--- src/rtl/shift_ctrl_pkg.sv ---
// Shared definitions for the shift sequencer: controller state encoding
// and the direction constants used on the request interface.
package shift_ctrl_pkg;

    typedef enum logic [1:0] {
        IDLE  = 2'd0,
        SHIFT = 2'd1,
        DONE  = 2'd2
    } state_e;

    localparam logic DIR_RIGHT = 1'b0;
    localparam logic DIR_LEFT  = 1'b1;

endpackage

--- src/rtl/shift_step.sv ---
// Combinational single-position shifter built from and/or/not cells.
// Right: {fill, d[W-1:1]}.  Left: {d[W-2:0], 1'b0}.
// dir_i follows the package encoding: 1 = left, 0 = right.
module shift_step #(
    parameter int W = 4
) (
    input  logic [W-1:0] d_i,
    input  logic         dir_i,
    input  logic         fill_i,
    output logic [W-1:0] d_o
);

    logic dir_n;

    not u_dir_inv (dir_n, dir_i);

    // Each result bit is a 2:1 mux between its right and left neighbour.
    for (genvar i = 0; i < W; i++) begin : g_bit
        logic right_src;
        logic left_src;
        logic right_term;
        logic left_term;

        if (i == W - 1) begin : g_msb
            assign right_src = fill_i;
        end else begin : g_mid_r
            assign right_src = d_i[i+1];
        end

        if (i == 0) begin : g_lsb
            assign left_src = 1'b0;
        end else begin : g_mid_l
            assign left_src = d_i[i-1];
        end

        and u_and_r (right_term, dir_n, right_src);
        and u_and_l (left_term, dir_i, left_src);
        or  u_or    (d_o[i], right_term, left_term);
    end

endmodule

--- src/rtl/shift_seq_ctrl.sv ---
// Multi-cycle shift sequencer: accepts an operand over valid/ready, applies
// one single-position shift per clock, and returns the result over
// valid/ready. Amounts above W are clamped to W and flagged on amt_sat.
module shift_seq_ctrl
    import shift_ctrl_pkg::*;
#(
    parameter int W  = 4,
    parameter int AW = 3
) (
    input  logic          clk,
    input  logic          rst_n,
    input  logic          in_valid,
    output logic          in_ready,
    input  logic [W-1:0]  in_data,
    input  logic [AW-1:0] in_amt,
    input  logic          in_dir,
    input  logic          in_arith,
    output logic          out_valid,
    input  logic          out_ready,
    output logic [W-1:0]  out_data,
    output logic          busy,
    output logic          amt_sat
);

    localparam logic [AW-1:0] AMT_MAX = AW'(W);
    localparam logic [AW-1:0] AMT_ONE = AW'(1);

    state_e        state_q, state_d;
    logic [W-1:0]  data_q,  data_d;
    logic [AW-1:0] cnt_q,   cnt_d;
    logic          dir_q,   dir_d;
    logic          arith_q, arith_d;
    logic          sat_q,   sat_d;

    logic          fill;
    logic [W-1:0]  step_data;
    logic          req_sat;
    logic [AW-1:0] req_amt;

    // Arithmetic fill copies the current MSB; left shifts always fill zero.
    assign fill = (dir_q == DIR_RIGHT) & arith_q & data_q[W-1];

    assign req_sat = in_amt > AMT_MAX;
    assign req_amt = req_sat ? AMT_MAX : in_amt;

    shift_step #(.W(W)) u_step (
        .d_i    (data_q),
        .dir_i  (dir_q),
        .fill_i (fill),
        .d_o    (step_data)
    );

    assign out_data = data_q;
    assign amt_sat  = sat_q;

    // Next-state, datapath update and handshake outputs.
    always_comb begin
        // NOTE: every signal written here gets a default first so no path
        // leaves it unassigned, which would otherwise infer a latch.
        state_d   = state_q;
        data_d    = data_q;
        cnt_d     = cnt_q;
        dir_d     = dir_q;
        arith_d   = arith_q;
        sat_d     = sat_q;
        in_ready  = 1'b0;
        out_valid = 1'b0;
        busy      = 1'b0;

        case (state_q)
            IDLE: begin
                in_ready = 1'b1;
            end
            SHIFT: begin
                busy   = 1'b1;
                data_d = step_data;
                cnt_d  = cnt_q - AMT_ONE;
                if (cnt_q <= AMT_ONE) begin
                    state_d = DONE;
                end
            end
            DONE: begin
                out_valid = 1'b1;
                in_ready  = out_ready;
                if (out_ready) begin
                    state_d = IDLE;
                end
            end
            default: begin
                state_d = IDLE;
            end
        endcase

        // A new request overrides the DONE -> IDLE step, so back-to-back
        // operations run without a bubble.
        if (in_valid && in_ready) begin
            data_d  = in_data;
            dir_d   = in_dir;
            arith_d = in_arith;
            cnt_d   = req_amt;
            sat_d   = req_sat;
            state_d = (req_amt == '0) ? DONE : SHIFT;
        end
    end

    // State and datapath registers, cleared asynchronously.
    always_ff @(posedge clk or negedge rst_n) begin
        // NOTE: sequential state uses non-blocking assignments so every
        // register samples pre-edge values regardless of statement order.
        if (!rst_n) begin
            state_q <= IDLE;
            data_q  <= '0;
            cnt_q   <= '0;
            dir_q   <= DIR_RIGHT;
            arith_q <= 1'b0;
            sat_q   <= 1'b0;
        end else begin
            state_q <= state_d;
            data_q  <= data_d;
            cnt_q   <= cnt_d;
            dir_q   <= dir_d;
            arith_q <= arith_d;
            sat_q   <= sat_d;
        end
    end

endmodule

--- config.mk ---
export PLATFORM = sky130hd
export DESIGN_NAME = shift_seq_ctrl
export DESIGN_NICKNAME = d
export VERILOG_FILES = /design/src/rtl/shift_ctrl_pkg.sv /design/src/rtl/shift_step.sv /design/src/rtl/shift_seq_ctrl.sv
export SDC_FILE = /design/constraint.sdc
export NUM_CORES = 1
export LEC_CHECK = 0
export CAP_MARGIN = 40
export CORE_MARGIN = 2
export CORE_UTILIZATION = 26
export CTS_CLUSTER_SIZE = 30
export DETAILED_ROUTE_END_ITERATION = 7
export MAX_ROUTING_LAYER = met4
export PLACE_DENSITY_LB_ADDON = 0.2
export SLEW_MARGIN = 20
export SYNTH_ARGS = -nofsm -noshare
export SYNTH_HDL_FRONTEND = slang
export SYNTH_SLANG_ARGS = --single-unit
--- constraint.sdc ---
create_clock -name clk -period 1.45 [get_ports clk]
set_clock_uncertainty 0.2 [all_clocks]
set_input_delay 0.2175 -clock clk [delete_from_list [all_inputs] [get_ports clk]]
set_output_delay 0.2175 -clock clk [all_outputs]
set_load 0.05 [all_outputs]
---- After elaboration in Yosys (flattened, before gate mapping) ----
Index checks and enable logic that the tools add are counted.
storage, ports and cells
  output and inout port bits .............. 8
  bits of input ports ..................... 13
  bits in registers ....................... 12
  logic and storage cells ................. 45
operators by class
  reductions and logical operators ........ 5
  bitwise logic cells ..................... 13
  muxes and demuxes ....................... 13
  eq/ne operators ......................... 5
  add/sub/neg operators ................... 1
  magnitude comparators ................... 2
operators by type and width
  operator                                                                number
  1-bit AND                                                               9
  3-bit 2-to-1 mux                                                        3
  2-bit 2-to-1 mux                                                        4
  4-bit 2-to-1 mux                                                        2
  3-bit != test (second input constant)                                   2
  2-bit case mux with 3 select lines                                      1
  3-bit greater-than comparator (second input constant)                   1
  3-bit by 1-bit <= comparator with 1-bit output (second input constant)  1
  3-bit logical NOT                                                       1
  1-bit OR                                                                3
  3-bit AND reduction                                                     1
  3-bit by 1-bit subtractor with 3-bit output (second input constant)     1
  2-bit by 1-bit == test with 1-bit output (second input constant)        1
  2-bit == test (second input constant)                                   1
  2-bit logical NOT                                                       1
  1-bit 2-to-1 mux                                                        2
  2-bit != test (second input constant)                                   1
  1-bit case mux with 2 select lines                                      1
  2-bit nonzero test                                                      1
  1-bit logical AND                                                       1
  1-bit inverter                                                          1

---- Longest topological paths before layout ----
  depth in word-level cells ............... 7
  depth in mapped cells ................... 5
  depth with buffers taken out ............ 5

---- Cells and area by module ----
A second synthesis with hierarchy kept.
unflattened totals
  cell total of the unflattened synthesis .. 62
  area, all modules ....................... 664.4 µm²
modules (own cells, without submodules)
  module          cells an instance  seq. area each (µm²)  times used  area each (µm²)
  shift_seq_ctrl  57                 300.3                 1           614.3
  shift_step      5                  0.0                   1           50.0

---- Worst setup path before layout ----
Ideal clock, no wire load.
  kind .................................... register to output
  start point ............................. register state_q[1]
  end point ............................... output in_ready
  path buffers ............................ 0
  path slack .............................. -0.186 ns
  stages on the path, launching flop included .. 3
  data required time ...................... 1.033 ns
  arrival ................................. 1.218 ns
  path through ............................ dfrtp_1 nor2b_1 nor2_1
between the ends
  longest elaborated chain between the ends .. 2
  elaborated cells on any way between the ends .. 3
  classes of those cells .................. eq/ne: 1; mux: 1; reduce/logical: 1
RTL lines
  element                                                    line                   RTL
  start, declared                                            shift_seq_ctrl.sv:28   state_e state_q, state_d;
  start signal, assigned                                     shift_seq_ctrl.sv:118  state_q <= state_d;
  2-bit == test / 2-bit logical NOT (equally long branches)  shift_seq_ctrl.sv:70   case (state_q)
  1-bit case mux with 2 select lines *                       shift_seq_ctrl.sv:70
  end, declared                                              shift_seq_ctrl.sv:13   output logic in_ready,
Mark *: on every way between the ends. The rest lies on a longest branch, timed or not.

---- Final worst setup path ----
  start point ............................. register state_q[0]
  end point ............................... output out_valid
between the ends
  longest elaborated chain between the ends .. 2
RTL lines
  element           line                  RTL
  2-bit == test     shift_seq_ctrl.sv:70
  1-bit 2-to-1 mux  shift_seq_ctrl.sv:70
  end, declared     shift_seq_ctrl.sv:18  output logic out_valid,
Every way passes these cells.

==> out/metrics.cfg <==
[run_status]
status = complete, but fails checks
violations = negative setup slack

[clock_network]
postCtsHoldBufs = 0
cts-root-buf = clkbuf_4
clock-sinks = 12
clk_path_buf_depth = 2
cts_max_level = 1
numCtsBuffers = 3
cts_tree = done
cts.clk_slew.worst_paths_ns = 0.08
clk_latency_ns = 0.28

[setup_path]
start_kind = flip-flop
cp-end-kind = primary output
cp.required_ns = 1.03
reg2reg_slack_ns = -0.01
crit_type = reg -> out
crit_fanout = 7
cp.arrival_ns = 1.14

[power_and_ir_drop]
clkPwrFrac_pct = 7.4
seq_power_share_pct = 23.2
combPwrFrac_pct = 69.5
power_density_mw_per_mm2 = 2520
p_sw_share_pct = 43.3
p_sw_w = 0.00129
peakVddDrop_mv = 1.14
p_int_w = 0.00169
p_leak_nw = 0.539

[global_routing]
antenna_found_initial = 0
grt_pass1_vias = 580
grt_overflow = 0
grt_pass1_wl_um = 2500
grt_usage_pct = 12.6
grt_max_degree = 13

[cells_and_area]
area_delta_synth_final_pct = 81.0
drive_gt1_share_pct = 39.3
antenna_cells = 0
nFillCells = 236
fin_area_mm2 = 0.00118
final_net_count = 128

[die]
dieArea_mm2 = 0.00292
core_mm2 = 0.00243
rows = 18
initial_utilization_pct = 26.8
die_h_um = 54.1
die-width_um = 54.1
io_pins = 21

[timing]
tns_ns = -0.225
finalSetupViolCount = 5
max_freq_mhz = 643
hold_viol_final = 0
worst-slew-pin-transition_ns = 0.327
rsz0062_at_grt = true
period_needed_ns = 1.56
slew_headroom_pct = 78.0
finalCritPeriodShare_pct = 107
worst_slack_ns = -0.105
drv_slew = 0

[synth]
ys_top_cells_by_count = 12 x dfrtp_1, 10 x nand2_1, 9 x nor2_1, 5 x a21oi_1, 4 x o21ai_0
yosysUniqueCellTypes = 30
synth_edf_count = 0
yosysWarnings = 0
yosysMostFrequentCell = dfrtp_1
postSynthNetCount = 86
synthArstFlopShare_pct = 100
synth_top_area_share_pct = 46.1
synthFlopType = dfrtp_1
synth_cells = 71
synth_seq_cells = 12
yosysTopAreaCell = dfrtp_1
ys_top_cells_by_area = dfrtp_1 46%, nand2_1 5.8%, nor2_1 5.2%, a21oi_1 3.8%, ha_1 3.8%
avgSynthCellArea_um2 = 9.18
synth_area_um2 = 652
yosysSeqAreaShare_pct = 46.1

[routing]
drtAntennaViolNets = 0
drt_first_pass_iters = 4
vias_per_cell = 4.51
routedWlPerCell_um = 11.6
drtIter0Drc = 7
totalWireLength_um = 1650
remaining_drc_errors = 0
vias = 640

[placed_design]
placed_cell_area_mm2 = 0.00107
port_buffers = 20
gp_congestion = 0.824
place.detailed.hpwl_um = 1230

[job]
max-cap-violations = 0

[min_path]
holdCritPathClass = in -> async

[final timing paths]
check                                start    endpoint  cells past startpoint
worst min-delay path                 rst_n     arith_q                      2
worst min register to register     arith_q     arith_q                      2
min in group clk                    in_dir       dir_q                      3
worst max-delay path            state_q[0]   out_valid                      2
worst max register to register  state_q[1]    cnt_q[0]                      5
max in group asynchronous            rst_n  state_q[0]                      2
[flip-flops by register name (all words and copies together), names as in the netlist]
signal and flops:
arith_q 1, out_data 4, amt_sat 1, dir_q 1, cnt_q 3, state_q 2
[metal layers]
| metal | vias up | global-route usage (%) | share of wire [%] |
|---|---|---|---|
| met1 | 294 | 16.0 | 46 |
| met2 | 11 | 18.5 | 49 |
| met3 | 4 | 2.50 | 3.2 |
| met4 | 0 | 7.50 | 1.5 |
| met5 | - | - | 0 |
| li1 | 331 | - | - |
[logic make-up (layout without fill, tap and decap cells)]
kind of cell / count (synthesis) / in the layout / synth area share (%)
AOI/OAI and AO/OA: 19 / 19 / 20.0
xor gates and xnor gates: 1 / 1 / 1.34
adders and majority gates: 2 / 2 / 3.84
buffers and inverters: 4 / 45 / 2.30
DFF: 12 / 12 / 46.1
muxes: 1 / 1 / 1.54
and+or+nand+nor: 32 / 32 / 25.0
[power by group through the flow]
stage	registers, W	logic (W)	clock network (W)
6_report	0.000689	0.00207	0.000219
5_1_grt	0.000716	0.00223	0.000253
4_1_cts	0.000690	0.00194	0.000229
3_5_place_dp	0.000695	0.00187	0
3_3_place_gp	0.000694	0.00186	0
2_1_floorplan	0.000911	0.000773	0
[cell usage in the layout, fill, tap and decap left out, types with 3 or more instances in the layout]
| master | synthesis | routed |
|---|---|---|
| clkbuf_4 | 0 | 3 |
| a21oi_1 | 5 | 5 |
| nor2b_4 | 0 | 3 |
| clkdlybuf4s50_1 | 0 | 11 |
| nand2_1 | 10 | 10 |
| o21ai_1 | 1 | 3 |
| inv_1 | 3 | 3 |
| nor2_1 | 9 | 7 |
| dfrtp_1 | 12 | 9 |
| buf_12 | 0 | 8 |
| buf_4 | 0 | 17 |
| dfrtp_2 | 0 | 3 |
[repair_timing]
item	CTS	global route
resized for setup	4	11
hold endpoints to repair	0	0
endpoints found under the setup margin	6	9
pin swaps	0	4
buffers inserted	2	3
[worst max-delay path: stages (launching register included)]
cell and delay (ns):
dfrtp_2 0.47, and2b_1 0.26, buf_12 0.14
[through the flow]
stage	worst slack, ns	hold slack [ns]	util (%)	instances	power, W
2_1_floorplan	-0.0402	-0.278	-	71	0.00168
6_report	-0.105	0.0447	48.5	142	0.00298
4_1_cts	-0.121	0.0468	46.2	139	0.00286
5_1_grt	-0.147	0.0555	48.5	142	0.00320
3_5_place_dp	-0.279	0.287	44.2	133	0.00256
3_3_place_gp	-0.254	0.286	44.2	133	0.00255
[final cells by class]
cell class	instances	area, um2	share of cell area (%)
timing repair buffer	37	407	34.5
multi-input combinational	55	388	32.9
tap	30	37.5	3.18
clock buffer	4	26.3	2.23
sequential	12	304	25.8
inverter	4	17.5	1.48
No activity file was read; power rests on OpenSTA's default activity.
